<file path="src/rtl/mem_stage_pkg.sv">
// Shared pipeline definitions used by the EX, MEM and WB stages.
//
// Contents:
//   OP_RTYPE, OP_ADDI, OP_LW, OP_SW : primary opcode field values (bits [31:26])
//   DMEM_AW                         : word-address width of the data memory
//   instr_class_e                   : coarse instruction class seen by MEM
//   classify()                      : opcode -> instr_class_e
//   addr_legal()                    : byte address legality for lw/sw
package mem_stage_pkg;

    localparam logic [5:0] OP_RTYPE = 6'b000000;
    localparam logic [5:0] OP_ADDI  = 6'b001000;
    localparam logic [5:0] OP_LW    = 6'b100011;
    localparam logic [5:0] OP_SW    = 6'b101011;

    // Word address comes from EX_result[7:2]: 64 addressable words.
    localparam int DMEM_AW = 6;

    typedef enum logic [1:0] {
        CLS_ALU   = 2'd0,  // R-type / addi: pass ALU result through
        CLS_LOAD  = 2'd1,
        CLS_STORE = 2'd2,
        CLS_OTHER = 2'd3   // anything else: write-back value is 0
    } instr_class_e;

    function automatic instr_class_e classify(input logic [5:0] op);
        instr_class_e cls;
        case (op)
            OP_RTYPE, OP_ADDI: cls = CLS_ALU;
            OP_LW:             cls = CLS_LOAD;
            OP_SW:             cls = CLS_STORE;
            default:           cls = CLS_OTHER;
        endcase
        return cls;
    endfunction

    // Legal data address: word aligned and inside the first 256 bytes.
    function automatic logic addr_legal(input logic [31:0] addr);
        return (addr[1:0] == 2'b00) && (addr[31:8] == 24'h000000);
    endfunction

endpackage

</file>
<file path="src/rtl/mem_stage_dmem.sv">
// dmem: DEPTH x 32-bit data memory for the MEM stage.
//
// Ports:
//   clk      : write clock (posedge)
//   rst      : asynchronous active-low clear of every word
//   we_i     : write enable, sampled on posedge clk
//   waddr_i  : write word address
//   wdata_i  : write data
//   raddr_i  : read word address
//   rdata_o  : read data (combinational from the array; the caller registers it)
//
// Words at or above DEPTH (only possible when DEPTH < 2**DMEM_AW) read as 0
// and ignore writes.
module dmem
    import mem_stage_pkg::*;
#(
    parameter int DEPTH = 64
) (
    input  logic               clk,
    input  logic               rst,
    input  logic               we_i,
    input  logic [DMEM_AW-1:0] waddr_i,
    input  logic [31:0]        wdata_i,
    input  logic [DMEM_AW-1:0] raddr_i,
    output logic [31:0]        rdata_o
);

    logic [31:0] mem_q [DEPTH];

    logic waddr_in_range;
    logic raddr_in_range;

    assign waddr_in_range = (int'(waddr_i) < DEPTH);
    assign raddr_in_range = (int'(raddr_i) < DEPTH);

    // The clear must be asynchronous, so the whole array lives in flops
    // rather than a RAM macro.
    always_ff @(posedge clk or negedge rst) begin
        if (!rst) begin
            for (int i = 0; i < DEPTH; i++) begin
                mem_q[i] <= '0;
            end
        end else if (we_i && waddr_in_range) begin
            mem_q[waddr_i] <= wdata_i;
        end
    end

    assign rdata_o = raddr_in_range ? mem_q[raddr_i] : 32'h0;

endmodule

</file>
<file path="src/rtl/mem_stage.sv">
// mem_stage: MEM pipeline stage. Decodes the instruction leaving EX, checks
// lw/sw address legality, accesses the data memory and registers the
// write-back value for WB.
//
// Ports:
//   clk             : stage clock, all state updates on posedge
//   rst             : asynchronous active-low reset (outputs and memory cleared)
//   stall           : hold request; no state or memory change while high
//   EX_instruction  : instruction from EX, opcode in [31:26]
//   EX_result       : ALU result (effective address for lw/sw, value otherwise)
//   EX_storedata    : rt operand, sw data
//   MEM_instruction : registered copy of EX_instruction
//   Readdata        : registered write-back value
//   fault           : registered, high for an lw/sw with an illegal address
module mem_stage
    import mem_stage_pkg::*;
#(
    parameter int DEPTH = 64
) (
    input  logic        clk,
    input  logic        rst,
    input  logic        stall,
    input  logic [31:0] EX_instruction,
    input  logic [31:0] EX_result,
    input  logic [31:0] EX_storedata,
    output logic [31:0] MEM_instruction,
    output logic [31:0] Readdata,
    output logic        fault
);

    // ------------------------------------------------------------------
    // Decode and legality
    // ------------------------------------------------------------------
    instr_class_e        cls;
    logic                addr_ok;
    logic                is_mem_op;
    logic [DMEM_AW-1:0]  word_addr;

    assign cls       = classify(EX_instruction[31:26]);
    assign addr_ok   = addr_legal(EX_result);
    assign is_mem_op = (cls == CLS_LOAD) || (cls == CLS_STORE);
    assign word_addr = EX_result[7:2];

    // ------------------------------------------------------------------
    // Data memory. The store lands on the same posedge that registers the
    // sw, so an lw in the next cycle already sees the new word.
    // ------------------------------------------------------------------
    logic        dmem_we;
    logic [31:0] dmem_rdata;

    assign dmem_we = (cls == CLS_STORE) && addr_ok && !stall;

    dmem #(
        .DEPTH (DEPTH)
    ) u_dmem (
        .clk     (clk),
        .rst     (rst),
        .we_i    (dmem_we),
        .waddr_i (word_addr),
        .wdata_i (EX_storedata),
        .raddr_i (word_addr),
        .rdata_o (dmem_rdata)
    );

    // ------------------------------------------------------------------
    // Next-state for the output pipeline register
    // ------------------------------------------------------------------
    logic [31:0] mem_instr_d, mem_instr_q;
    logic [31:0] readdata_d,  readdata_q;
    logic        fault_d,     fault_q;

    always_comb begin
        mem_instr_d = EX_instruction;
        readdata_d  = 32'h0;
        fault_d     = is_mem_op && !addr_ok;
        case (cls)
            CLS_ALU:   readdata_d = EX_result;
            CLS_LOAD:  readdata_d = addr_ok ? dmem_rdata : 32'h0;
            CLS_STORE: readdata_d = 32'h0;
            default:   readdata_d = 32'h0;
        endcase
    end

    always_ff @(posedge clk or negedge rst) begin
        if (!rst) begin
            mem_instr_q <= '0;
            readdata_q  <= '0;
            fault_q     <= 1'b0;
        end else if (!stall) begin
            mem_instr_q <= mem_instr_d;
            readdata_q  <= readdata_d;
            fault_q     <= fault_d;
        end
    end

    assign MEM_instruction = mem_instr_q;
    assign Readdata        = readdata_q;
    assign fault           = fault_q;

endmodule

</file>
<file path="config.mk">
export PLATFORM = sky130hd
export DESIGN_NAME = mem_stage
export DESIGN_NICKNAME = d
export VERILOG_FILES = /design/src/rtl/mem_stage_pkg.sv /design/src/rtl/mem_stage_dmem.sv /design/src/rtl/mem_stage.sv
export SDC_FILE = /design/constraint.sdc
export NUM_CORES = 2
export LEC_CHECK = 0
export CAP_MARGIN = 10
export CORE_ASPECT_RATIO = 0.6
export CORE_MARGIN = 4
export CORE_UTILIZATION = 41
export CTS_CLUSTER_SIZE = 24
export DETAILED_ROUTE_END_ITERATION = 10
export GPL_TIMING_DRIVEN = 0
export SLEW_MARGIN = 40
export SYNTH_ARGS = -nofsm -noshare
export SYNTH_HDL_FRONTEND = slang
export SYNTH_SLANG_ARGS = --single-unit
</file>
<file path="constraint.sdc">
create_clock -name clk -period 1.8 [get_ports clk]
set_input_delay 0.18 -clock clk [delete_from_list [all_inputs] [get_ports clk]]
set_output_delay 0.18 -clock clk [all_outputs]
set_load 0.02 [all_outputs]
</file>
==> reports/qor.yml <==
status: "complete, but fails checks"
root_buffer: "clkbuf_16"
synthMuxAreaShare_pct: 30.35
violations: "hold timing, setup timing"
synth_xor_area_share_pct: 0
synth_top_cell_area_share_pct: 54.78
relSlewSlack_pct: 23.67
synth_simple_gate_area_share_pct: 1.856
yosysWarnings: 0
drive_gt1_share_pct: 45.79
wl_per_cell_um: 38.64
ys_ff_latch: 2113
synth_flop_cell: "dfrtp_1"
synth_area_sq_um: 96530
grt_max_degree: 118
coreArea_sq_um: 233300
synth_adder_area_share_pct: 0.03889
ys_seq_area_share_pct: 54.78
synthTopCellsByArea: "dfrtp_1 (55%), mux2_2 (20%), mux2i_1 (4.8%)"
num_io_pins: 164
postLayoutCellArea_sq_um: 120400
clock-sinks: 2113
nNetsFinal: 7695
power.density_nw_per_um2: 850.8
clock_latency_ns: 0.88
hold_violations: 258
clock.fmax_mhz: 456.0
place_hpwl_um: 305700
syn_to_final_growth_pct: 24.70
synthArstFlopShare_pct: 100.0
ir_drop_mv: 0.7309
power_leakage_nw: 57.22
grt_use_total_pct: 33.05
yosysMostFrequentCell: "dfrtp_1"
worst-setup-path-type: "in -> reg"
period_minus_slack_ns: 2.193
timing.final.ws_setup_ns: -0.3929
worst_pin_slew_ns: 1.145
vias: 70090
fin_crit_sh_pct: 121.8
clock_path_buffers: 4
synth-edff-count: 0
synth-compound-area-share_pct: 9.365
crit_required_ns: 2.55
use_met1_pct: 48.98
antenna_left: 0
grt.met2_usage_pct: 41.61
rsz0062_at_grt: "true"
dieArea_sq_um: 243500
die_width_um: 634.4
yosys.area.top_type: "dfrtp_1"
clkTransAtPathRegs_ns: 0.06
grt.overflow.total: 0
min_path_type: "in -> async"
crit_arrival_ns: 2.95
slew_viol_final: 0
worst_hold_slack_ns: -0.6122
syn-num-nets: 7009
grt_pass1_wl_um: 562200
place_area_sq_um: 104700
fin_tns_setup_ns: -391.87
h-tree-depth: 4
grt_busiest_layer: "met1"
endpoint_kind: "register"
synth_cells: 6907
maxCapViolations: 0
grt_pass1_vias: 69330
grt_util_met3_pct: 14.28
placementRows: 137
antenna_found_initial: 27
initial_core_util_pct: 41.38
fp.dieH_um: 383.9
critPathMaxFanout: 10
wl_um: 420600
ys_types: 61
cts_tree: "built"
synth_common_cells: "dfrtp_1 (2,113), mux2_2 (1,741), mux2i_1 (459)"
worstSetupStartpointType: "input pin"
route.detailed.drc: 0
viasPerCell: 6.440
synth_top_family_by_area: "multiplexers"
port_buffers: 129
place_congestion: 1.026
drt-initial-drc-count: 9200
finalSetupViolCount: 2146
cts_buffers: 208
synth.avg_cell_area_sq_um: 13.98
first_pass_iters: 8
skew_ns: 0.06427
worst max-delay path, stage by stage:
cell and delay [ns]:
clkbuf_4 0.23, buf_2 0.29, buf_2 0.45, nand2_1 0.48, o21ai_0 0.51, o31ai_4 0.18, nor4b_4 0.50, o21ai_1 0.10
report_power, final:
group,switching [mW],leakage (nW),internal (mW)
registers,0.0508,29.5,47.6
clock network,19.9,3.35,25.4
logic,6.82,24.4,2.70
total,26.7,57.2,75.7
repair_timing:
item | 4_1_cts | 5_1_grt
setup buffers | 92 | 42
pin swaps | 90 | 115
endpoints found under the hold margin | 450 | 178
resized for setup | 954 | 710
setup endpoints to repair | 3112 | 2830
gates cloned | 8 | 31
hold buffers | 70 | 9
final timing paths:
kind                               startpoint            endpoint  slack, ns  cells past startpoint
setup / recovery                 EX_result[3]        Readdata[11]      -0.39                      8
hold / removal                            rst   u_dmem.mem_q[410]      -0.61                      2
setup reg to reg           u_dmem.mem_q[1085]        Readdata[29]      -0.36                      5
hold reg to reg              u_dmem.mem_q[59]    u_dmem.mem_q[59]       0.49                      1
max in group asynchronous                 rst  u_dmem.mem_q[1606]      -0.04                      8
min in group clk             EX_storedata[26]  u_dmem.mem_q[2042]       0.04                      2
registers in the layout, indices dropped and copies added, names as in the netlist:
name / flops
fault: 1
u_dmem.mem_q: 2048
MEM_instruction: 32
Readdata: 32
area by class of cell:
type,instances,area [sq um]
repair buffers,484,7098
flip-flops and latches,2113,52880
multi-input cells,4032,43350
diodes,12,30.03
clock buffers,309,6107
plain buffers,746,6254
inverters,8,36.28
clock inverters,54,700.7
fillers,19210,112900
well taps,3127,3913
through the flow:
step	hold slack, ns	power [mW]	setup slack, ns	utilization [%]	cells
global route	-0.5805	104.6	-0.3718	51.58	10870
finish	-0.6122	102.4	-0.3929	51.59	10890
CTS	-0.6339	101.8	-0.4620	50.08	10800
floorplan	-0.1156	51.23	-0.6384	-	6907
global placement	0.4676	55.28	-94.51	43.67	10160
detailed placement	0.2703	56.64	-3.718	44.89	10270
cells by family (layout without fill, tap and decap cells):
kind of cell | Yosys count | count (layout)
fa+ha+maj | 3 | 3
flops | 2113 | 2113
buf+inv | 762 | 1601
compound gates | 1173 | 1173
mux | 2561 | 2561
other cells | 0 | 12
simple gates | 295 | 295
layer usage:
| layer | share of wire [%] | vias to the layer above |
|---|---|---|
| met2 | 37 | 4429 |
| met4 | 4.5 | 8 |
| li1 | - | 27350 |
| met5 | 0.071 | - |
| met1 | 43 | 37540 |
| met3 | 15 | 776 |
layout by cell type (no fill, tap or decap), types with 87 or more instances in the layout:
cell | netlist | layout
buf_6 | 0 | 119
clkbuf_1 | 449 | 262
buf_12 | 25 | 136
o22ai_1 | 192 | 156
dfrtp_1 | 2113 | 2112
a221oi_1 | 246 | 181
clkdlybuf4s50_1 | 0 | 97
mux2i_1 | 459 | 453
a221o_1 | 217 | 217
clkbuf_16 | 0 | 243
mux2_1 | 109 | 107
mux2_4 | 240 | 355
a21oi_1 | 140 | 87
mux2_2 | 1741 | 1628
buf_4 | 0 | 182
No activity file was read; power rests on OpenSTA's default activity.
